### src/rtl/mem_block_engine.sv
// -----------------------------------------------------------------------------
// mem_block_engine
//
// Purpose:
//   Initiator on the data memory interface. A start pulse makes it walk a
//   block of words. In copy mode (mode=0) each word is read from the source
//   region and written to the destination region. In sum-only mode (mode=1)
//   the words are only read. Every word read is added into a wrapping
//   two's-complement 32-bit checksum.
//
// Ports:
//   clk, rst        clock (posedge) and synchronous active-high reset
//   start           begin an operation (sampled only when idle)
//   mode            0 = copy, 1 = sum-only
//   src_addr        first source word address
//   dst_addr        first destination word address (unused in sum-only)
//   len             number of words to process (0 is legal)
//   busy            operation in progress, including the done cycle
//   done            one-cycle completion pulse
//   sum             running checksum of words read
//   mem_rd/mem_wrt  memory strobes (registered, never both high)
//   mem_addr        memory word address (registered)
//   mem_datain      write data to memory (registered word buffer)
//   mem_dataout     read data from memory, valid at the posedge after mem_rd
// -----------------------------------------------------------------------------
module mem_block_engine #(
    parameter int ADDR_W = 32,
    parameter int DATA_W = 32,
    parameter int LEN_W  = 16
) (
    input  logic              clk,
    input  logic              rst,
    input  logic              start,
    input  logic              mode,
    input  logic [ADDR_W-1:0] src_addr,
    input  logic [ADDR_W-1:0] dst_addr,
    input  logic [LEN_W-1:0]  len,
    output logic              busy,
    output logic              done,
    output logic [DATA_W-1:0] sum,
    output logic              mem_rd,
    output logic              mem_wrt,
    output logic [ADDR_W-1:0] mem_addr,
    output logic [DATA_W-1:0] mem_datain,
    input  logic [DATA_W-1:0] mem_dataout
);

    typedef enum logic [1:0] {
        S_IDLE  = 2'd0,
        S_READ  = 2'd1,
        S_WRITE = 2'd2,
        S_DONE  = 2'd3
    } state_t;

    state_t            state_q, state_d;
    logic [ADDR_W-1:0] src_q, src_d;
    logic [ADDR_W-1:0] dst_q, dst_d;
    logic [LEN_W-1:0]  len_q, len_d;
    logic              mode_q, mode_d;
    logic [LEN_W-1:0]  cnt_q, cnt_d;
    logic              busy_q, busy_d;
    logic              done_q, done_d;
    logic [DATA_W-1:0] sum_q, sum_d;
    logic              rd_q, rd_d;
    logic              wrt_q, wrt_d;
    logic [ADDR_W-1:0] addr_q, addr_d;
    logic [DATA_W-1:0] datain_q, datain_d;

    logic [LEN_W-1:0]  cnt_inc_s;
    logic              last_word_s;

    assign busy       = busy_q;
    assign done       = done_q;
    assign sum        = sum_q;
    assign mem_rd     = rd_q;
    assign mem_wrt    = wrt_q;
    assign mem_addr   = addr_q;
    assign mem_datain = datain_q;

    // Counter increment and last-word detect; compared one bit wider so a
    // length of 65535 needs no special case.
    always_comb begin
        cnt_inc_s   = cnt_q + {{(LEN_W-1){1'b0}}, 1'b1};
        last_word_s = (({1'b0, cnt_q} + {{LEN_W{1'b0}}, 1'b1}) == {1'b0, len_q});
    end

    // Next-state and registered-output logic. Strobes default low so they are
    // high for exactly one cycle unless a state re-asserts them.
    always_comb begin
        state_d  = state_q;
        src_d    = src_q;
        dst_d    = dst_q;
        len_d    = len_q;
        mode_d   = mode_q;
        cnt_d    = cnt_q;
        busy_d   = busy_q;
        done_d   = 1'b0;
        sum_d    = sum_q;
        rd_d     = 1'b0;
        wrt_d    = 1'b0;
        addr_d   = addr_q;
        datain_d = datain_q;

        case (state_q)
            S_IDLE: begin
                // busy_q is still high during the done cycle; starts seen
                // then are treated as arriving while busy.
                busy_d = 1'b0;
                if (start && !busy_q) begin
                    src_d  = src_addr;
                    dst_d  = dst_addr;
                    len_d  = len;
                    mode_d = mode;
                    cnt_d  = {LEN_W{1'b0}};
                    sum_d  = {DATA_W{1'b0}};
                    busy_d = 1'b1;
                    if (len == {LEN_W{1'b0}}) begin
                        state_d = S_DONE;
                    end else begin
                        state_d = S_READ;
                        rd_d    = 1'b1;
                        addr_d  = src_addr;
                    end
                end else begin
                    state_d = S_IDLE;
                end
            end

            S_READ: begin
                // Read data for the address presented last cycle is valid now.
                sum_d    = sum_q + mem_dataout;
                datain_d = mem_dataout;
                if (!mode_q) begin
                    state_d = S_WRITE;
                    wrt_d   = 1'b1;
                    addr_d  = dst_q + ADDR_W'(cnt_q);
                end else begin
                    cnt_d = cnt_inc_s;
                    if (last_word_s) begin
                        state_d = S_DONE;
                    end else begin
                        state_d = S_READ;
                        rd_d    = 1'b1;
                        addr_d  = src_q + ADDR_W'(cnt_inc_s);
                    end
                end
            end

            S_WRITE: begin
                cnt_d = cnt_inc_s;
                if (last_word_s) begin
                    state_d = S_DONE;
                end else begin
                    state_d = S_READ;
                    rd_d    = 1'b1;
                    addr_d  = src_q + ADDR_W'(cnt_inc_s);
                end
            end

            S_DONE: begin
                done_d  = 1'b1;
                busy_d  = 1'b1;
                state_d = S_IDLE;
            end

            default: begin
                state_d = S_IDLE;
                busy_d  = 1'b0;
            end
        endcase
    end

    // State and output registers; reset clears strobes before the memory's
    // negedge so an aborted write never lands.
    always_ff @(posedge clk) begin
        if (rst) begin
            state_q  <= S_IDLE;
            src_q    <= {ADDR_W{1'b0}};
            dst_q    <= {ADDR_W{1'b0}};
            len_q    <= {LEN_W{1'b0}};
            mode_q   <= 1'b0;
            cnt_q    <= {LEN_W{1'b0}};
            busy_q   <= 1'b0;
            done_q   <= 1'b0;
            sum_q    <= {DATA_W{1'b0}};
            rd_q     <= 1'b0;
            wrt_q    <= 1'b0;
            addr_q   <= {ADDR_W{1'b0}};
            datain_q <= {DATA_W{1'b0}};
        end else begin
            state_q  <= state_d;
            src_q    <= src_d;
            dst_q    <= dst_d;
            len_q    <= len_d;
            mode_q   <= mode_d;
            cnt_q    <= cnt_d;
            busy_q   <= busy_d;
            done_q   <= done_d;
            sum_q    <= sum_d;
            rd_q     <= rd_d;
            wrt_q    <= wrt_d;
            addr_q   <= addr_d;
            datain_q <= datain_d;
        end
    end

endmodule

### config.mk
export PLATFORM = sky130hd
export DESIGN_NAME = mem_block_engine
export DESIGN_NICKNAME = d
export VERILOG_FILES = /design/src/rtl/mem_block_engine.sv
export SDC_FILE = /design/constraint.sdc
export NUM_CORES = 1
export LEC_CHECK = 0
export CORE_MARGIN = 1.5
export CORE_UTILIZATION = 45
export DETAILED_ROUTE_END_ITERATION = 8
export PLACE_DENSITY = 0.68
export SLEW_MARGIN = 40
export SYNTH_ARGS = -nofsm -noshare
export SYNTH_HDL_FRONTEND = slang
export SYNTH_SLANG_ARGS = --single-unit
### constraint.sdc
create_clock -name clk -period 4.9 [get_ports clk]
set_clock_uncertainty 0.2 [all_clocks]
set_input_delay 0.98 -clock clk [delete_from_list [all_inputs] [get_ports clk]]
set_output_delay 0.98 -clock clk [all_outputs]
set_load 0.03 [all_outputs]
# ---- Word-level counts from Yosys, hierarchy flattened
# Index checks and enable logic that the tools add are counted.
dict set report totals {
  register_bits 199
  word_cells 62
}
dict set report op_classes {
  n_addsub 5
  n_eq_ne 7
  mux 24
  n_bitwise 1
  reduce_logical 12
}
# op n
set ops {}
lappend ops {{$mux 32} 5}
lappend ops {{$pmux 32 s3} 1}
lappend ops {{$add 32x16->32} 2}
lappend ops {{$pmux 32 s2} 1}
lappend ops {{$pmux 16 s3} 1}
lappend ops {{$add 32x32->32} 1}
lappend ops {{$mux 16} 2}
lappend ops {{$add 16x1->17 const B} 1}
lappend ops {{$eq 17x16->1} 1}
lappend ops {{$add 16x1->16 const B} 1}
lappend ops {{$logic_not 16->1} 1}
lappend ops {{$mux 2} 4}
lappend ops {{$pmux 2 s4} 1}
lappend ops {{$mux 1} 7}
lappend ops {{$ne 2x2->1 const B} 3}
lappend ops {{$reduce_and 3->1} 2}
lappend ops {{$eq 2x2->1 const B} 2}
lappend ops {{$reduce_and 2->1} 2}
lappend ops {{$reduce_bool 2->1} 2}
lappend ops {{$pmux 1 s3} 1}
lappend ops {{$reduce_bool 3->1} 1}
lappend ops {{$eq 2x1->1 const B} 1}
lappend ops {{$logic_not 2->1} 1}
lappend ops {{$pmux 1 s2} 1}
lappend ops {{other kinds (4)} 4}

# ---- Depth between registers and ports, before layout
dict set report depth {
  depth_word 5
  depth_mapped 16
}

# ---- Worst setup path before layout
# No wires, ideal clock.
dict set report synth_timing {
  path_kind {flip-flop to flip-flop}
  start {register cnt_q[1]}
  end {register addr_q[23] (netlist: mem_addr[23])}
  setup_time_ns 0.127
  arrival_time_ns 3.246
  required_ns 4.573
  slack_ns 1.327
  stages_incl_launch_ff 14
  n_path_buf 1
  period_less_slack_ns 3.573
  cell_sequence {dfxtp_1 -> ha_1 -> and4_1 -> and4_1 -> xnor2_1 -> ha_1 -> nand3_1 -> o311ai_0 -> a31oi_1 -> or2_2 -> clkbuf_1 -> o21a_1 -> o21ai_0 -> a31oi_1}
}
dict set report synth_via {
  elab_chain_cells 5
  word_cells_on_any_way 8
  classes_between {4 x add/sub; 1 x eq/ne; 3 x mux}
}
# item line
set synth_lines {}
lappend synth_lines {{start, declared} 60} ;# logic [LEN_W-1:0] cnt_q, cnt_d;
lappend synth_lines {{start signal, assigned} 182} ;# cnt_q <= {LEN_W{1'b0}};
lappend synth_lines {{start signal, assigned} 196} ;# cnt_q <= cnt_d;
lappend synth_lines {{$add 16x1->16 / $add 16x1->17 (equally long branches)} {83, 84}}
lappend synth_lines {{$add 32x16->32 / $eq 17x16->1 (equally long branches)} {144, 156, 84}}
lappend synth_lines {{$mux 32} {139, 151}}
lappend synth_lines {{$mux 32} 133} ;# if (!mode_q) begin
lappend synth_lines {{$pmux 32 s3 (*)} 104} ;# case (state_q)
lappend synth_lines {{end signal, assigned} 188} ;# addr_q <= {ADDR_W{1'b0}};
lappend synth_lines {{end signal, assigned} 202} ;# addr_q <= addr_d;
lappend synth_lines {{end, declared} 66} ;# logic [ADDR_W-1:0] addr_q, addr_d;
# Every way passes the cells marked *; elsewhere a longest branch is shown, timed or not.
# A chain may end at the register's enable or synchronous reset.

# ---- Final worst setup path
dict set report layout_timing {
  start {register cnt_q[0]}
  end {register addr_q[29] (netlist: mem_addr[29])}
}
# Same word-level chain as after synthesis.

==> results.py <==
metrics = {
    "status": {
        "status": "finished clean",
    },
    "global_routing": {
        "grt_pass1_vias": 11600,
        "track_usage_pct": 26.8,
        "grt_first_pass_wirelength_um": 61100,
        "grt_max_degree": 97,
        "grt-ovfl-total": 0,
        "antenna_found_initial": 1,
    },
    "routing": {
        "routed_wirelength_um": 38700,
        "drt_pass1_iterations": 5,
        "routedWlPerCell_um": 18.5,
        "initialDrtViolationCount": 966,
        "drc_errors": 0,
        "vias": 12100,
        "ant_nets": 0,
        "viasPerCell": 5.79,
    },
    "synthesis": {
        "yosys_warnings": 0,
        "synthArstFlopShare_pct": 0,
        "synth_cell_types": 76,
        "synth_flop_cell": "dfxtp_1",
        "ys_ff_latch": 199,
        "syn_inst": 1576,
        "synth-edff-count": 0,
        "synth-seq-area-share_pct": 32.1,
        "synth_fp_nets": 1769,
        "synth_area_sq_um": 12400,
        "synth.avg_cell_area_sq_um": 7.88,
    },
    "power_and_ir_drop": {
        "power_density_nw_per_um2": 300,
        "power_w": 0.00462,
        "vdd_drop_max_uv": 182,
        "power.leakage_nw": 6.12,
    },
    "critical_path": {
        "path_cells": "ha_1 > and4_1 > and4_1 > xnor2_1 > ha_1 > nand3_1 > o311ai_0 > a31oi_1 > nor4b_1 > xor2_1 > nand2_1 > a311oi_1",
        "cp-end-kind": "register",
        "path_class": "register to register",
        "crit_path_top_delay_cell": "o311ai_0",
        "worstPathRequired_ns": 5.06,
        "start_kind": "register",
        "critical_path.max_stage_delay_ns": 0.61,
        "path_max_fanout": 9,
        "path_buf_inv": 0,
        "critPathLaunch": "cnt_q[0]",
        "worstPathArrival_ns": 4.55,
        "rr_startpoint": "cnt_q[0]",
        "critPathTopFamily": "simple AND/OR/NAND/NOR gates",
    },
    "cts": {
        "cts_resized": 0,
        "hold_buffers": 0,
        "cts_tree": "built",
        "clock-sinks": 199,
        "clockBufferDepth": 2,
        "cts-buffers-inserted": 17,
        "postCtsSetupRepairBufs": 0,
        "worstSkewPairLatency_ns": 0.45,
        "path_clk_slew_ns": 0.08,
        "clock_tree.root_cell": "clkbuf_16",
        "htree_levels": 4,
    },
    "floorplanning": {
        "die_y_um": 169,
        "ioPinCount": 216,
        "core_area_sq_um": 27000,
        "num_rows": 60,
        "die_area_sq_um": 28600,
        "start_util_pct": 46.0,
        "die_w_um": 169,
    },
    "sta": {
        "worstMarginPinSlew_ns": 0.844,
        "setup_violations": 0,
        "grt_setup_unrepaired": "false",
        "finalSetupTns_ns": 0,
        "fmax_ghz": 0.228,
        "hold_viol_final": 0,
        "slew_headroom_pct": 43.7,
        "period_share_pct": 89.5,
        "final-max-slew-violation-count": 0,
        "min_period_ns": 4.39,
    },
    "layout": {
        "syn_to_final_growth_pct": 24.1,
        "final_area_sq_um": 15400,
        "drive_gt1_share_pct": 5.25,
        "layout.nets": 1932,
        "instances_no_fill": 2094,
    },
    "place": {
        "gp_congestion": 0.953,
        "dp_hpwl_um": 28200,
        "io_buffers": 215,
        "dpl.cell_count": 2061,
        "placed_cell_area_sq_um": 14800,
    },
    "run": {
        "cap_violations": 0,
    },
    "hold_path": {
        "min_from": "src_q[2]",
        "hp-class": "register to register",
    },
}
worst reg2reg max path, cell delays in order, from the launching register on:
cell and delay [ns]:
dfxtp_1 0.49, ha_1 0.30, and4_1 0.35, and4_1 0.33
xnor2_1 0.12, ha_1 0.37, nand3_1 0.12, o311ai_0 0.61
a31oi_1 0.44, nor4b_1 0.48, xor2_1 0.17, nand2_1 0.06
a311oi_1 0.27
metal layers:
layer | GRT usage, % | up-vias | wire, um
met5 | 0 | - | 0
met4 | 7.73 | 0 | 767
met3 | 6.30 | 50 | 3260
met2 | 42.2 | 457 | 17100
met1 | 36.5 | 5661 | 17600
li1 | - | 5959 | -
cells in the mapped netlist, drive strengths merged (4+ instances only):
library cell / count / area, sq um
a211oi: 12 / 90.1
clkbuf: 73 / 275
and3: 18 / 113
nand4: 9 / 62.6
o31ai: 8 / 60.1
a41oi: 4 / 35.0
xnor3: 4 / 90.1
or3: 16 / 100
nor4b: 5 / 43.8
and4: 10 / 87.6
a31oi: 10 / 62.6
o21a: 12 / 90.1
dfxtp: 199 / 3980
nand3: 36 / 180
nor4: 19 / 119
a211o: 4 / 35.0
a22oi: 22 / 165
nor3: 52 / 260
o211ai: 9 / 67.6
xor2: 41 / 359
a21o: 28 / 210
buf: 18 / 111
mux2: 12 / 158
mux2i: 36 / 360
a221oi: 21 / 228
nor2b: 11 / 68.8
a32oi: 6 / 52.6
nor2: 138 / 526
ha: 74 / 926
a311oi: 4 / 35.0
o21bai: 8 / 60.1
o31a: 4 / 35.0
nand2: 256 / 968
o21ai: 68 / 340
a21oi: 179 / 896
a2bb2oi: 4 / 35.0
nand2b: 13 / 81.3
and2: 8 / 50.1
inv: 30 / 113
xnor2: 53 / 464
cells in the final DEF (no fill, tap or decap), types with 36 or more instances in the layout:
cell,count
o21ai_0,66
nand2_1,254
clkdlybuf4s50_1,214
dfxtp_1,199
xor2_1,41
nand3_1,36
ha_1,73
mux2i_1,36
a21oi_1,178
nor3_1,52
xnor2_1,53
nor2_1,135
worst paths after layout:
kind                        to  slack (ns)  cells after the start
setup / recovery  mem_addr[29]        0.51                     12
hold / removal        src_q[2]        0.26                      2
setup reg to reg  mem_addr[29]        0.51                     12
hold reg to reg       src_q[2]        0.26                      2
report_power, final:
group | leakage, nW | internal, W | total [W] | switching [W]
Clock | 0.285 | 0.000744 | 0.00144 | 0.000695
Combinational | 4.20 | 0.000528 | 0.00129 | 0.000767
Sequential | 1.63 | 0.00175 | 0.00188 | 0.000131
Total | 6.12 | 0.00303 | 0.00462 | 0.00159
final cells by class:
class | count | area [sq um]
Timing Repair Buffer | 235 | 2320
Fill cell | 2521 | 11600
Antenna cell | 1 | 2.50
Clock buffer | 19 | 453
Clock inverter | 13 | 134
Sequential cell | 199 | 3980
Inverter | 30 | 113
Multi-Input combinational cell | 1256 | 7980
Tap cell | 341 | 427
sequential cells by signal, indices dropped and copies added, names as in the netlist:
name	count
mem_wrt	1
mode_q	1
mem_datain	32
mem_addr	32
len_q	16
cnt_q	16
sum	32
dst_q	32
src_q	32
busy	1
done	1
mem_rd	1
state_q	2
per-stage QoR:
stage	hold slack, ns	utilization [%]	worst slack, ns
after detailed placement	0.256	54.8	0.634
after global placement	0.248	54.8	0.784
after CTS	0.266	57.0	0.628
after floorplan	0.237	-	1.33
after global routing	0.286	57.0	0.110
final	0.264	57.0	0.515
kinds of logic (layout without fill, tap and decap cells):
group	Yosys count	after routing	synth area share, %
other	0	1	0
AOI/OAI and AO/OA	431	431	22.2
adders and majority gates	77	77	7.94
xor gates and xnor gates	99	99	7.54
muxes	48	48	4.17
DFF	199	199	32.1
buffers and inverters	121	297	4.02
and+or+nand+nor	601	601	22.0
No activity file was read; power rests on OpenSTA's default activity.
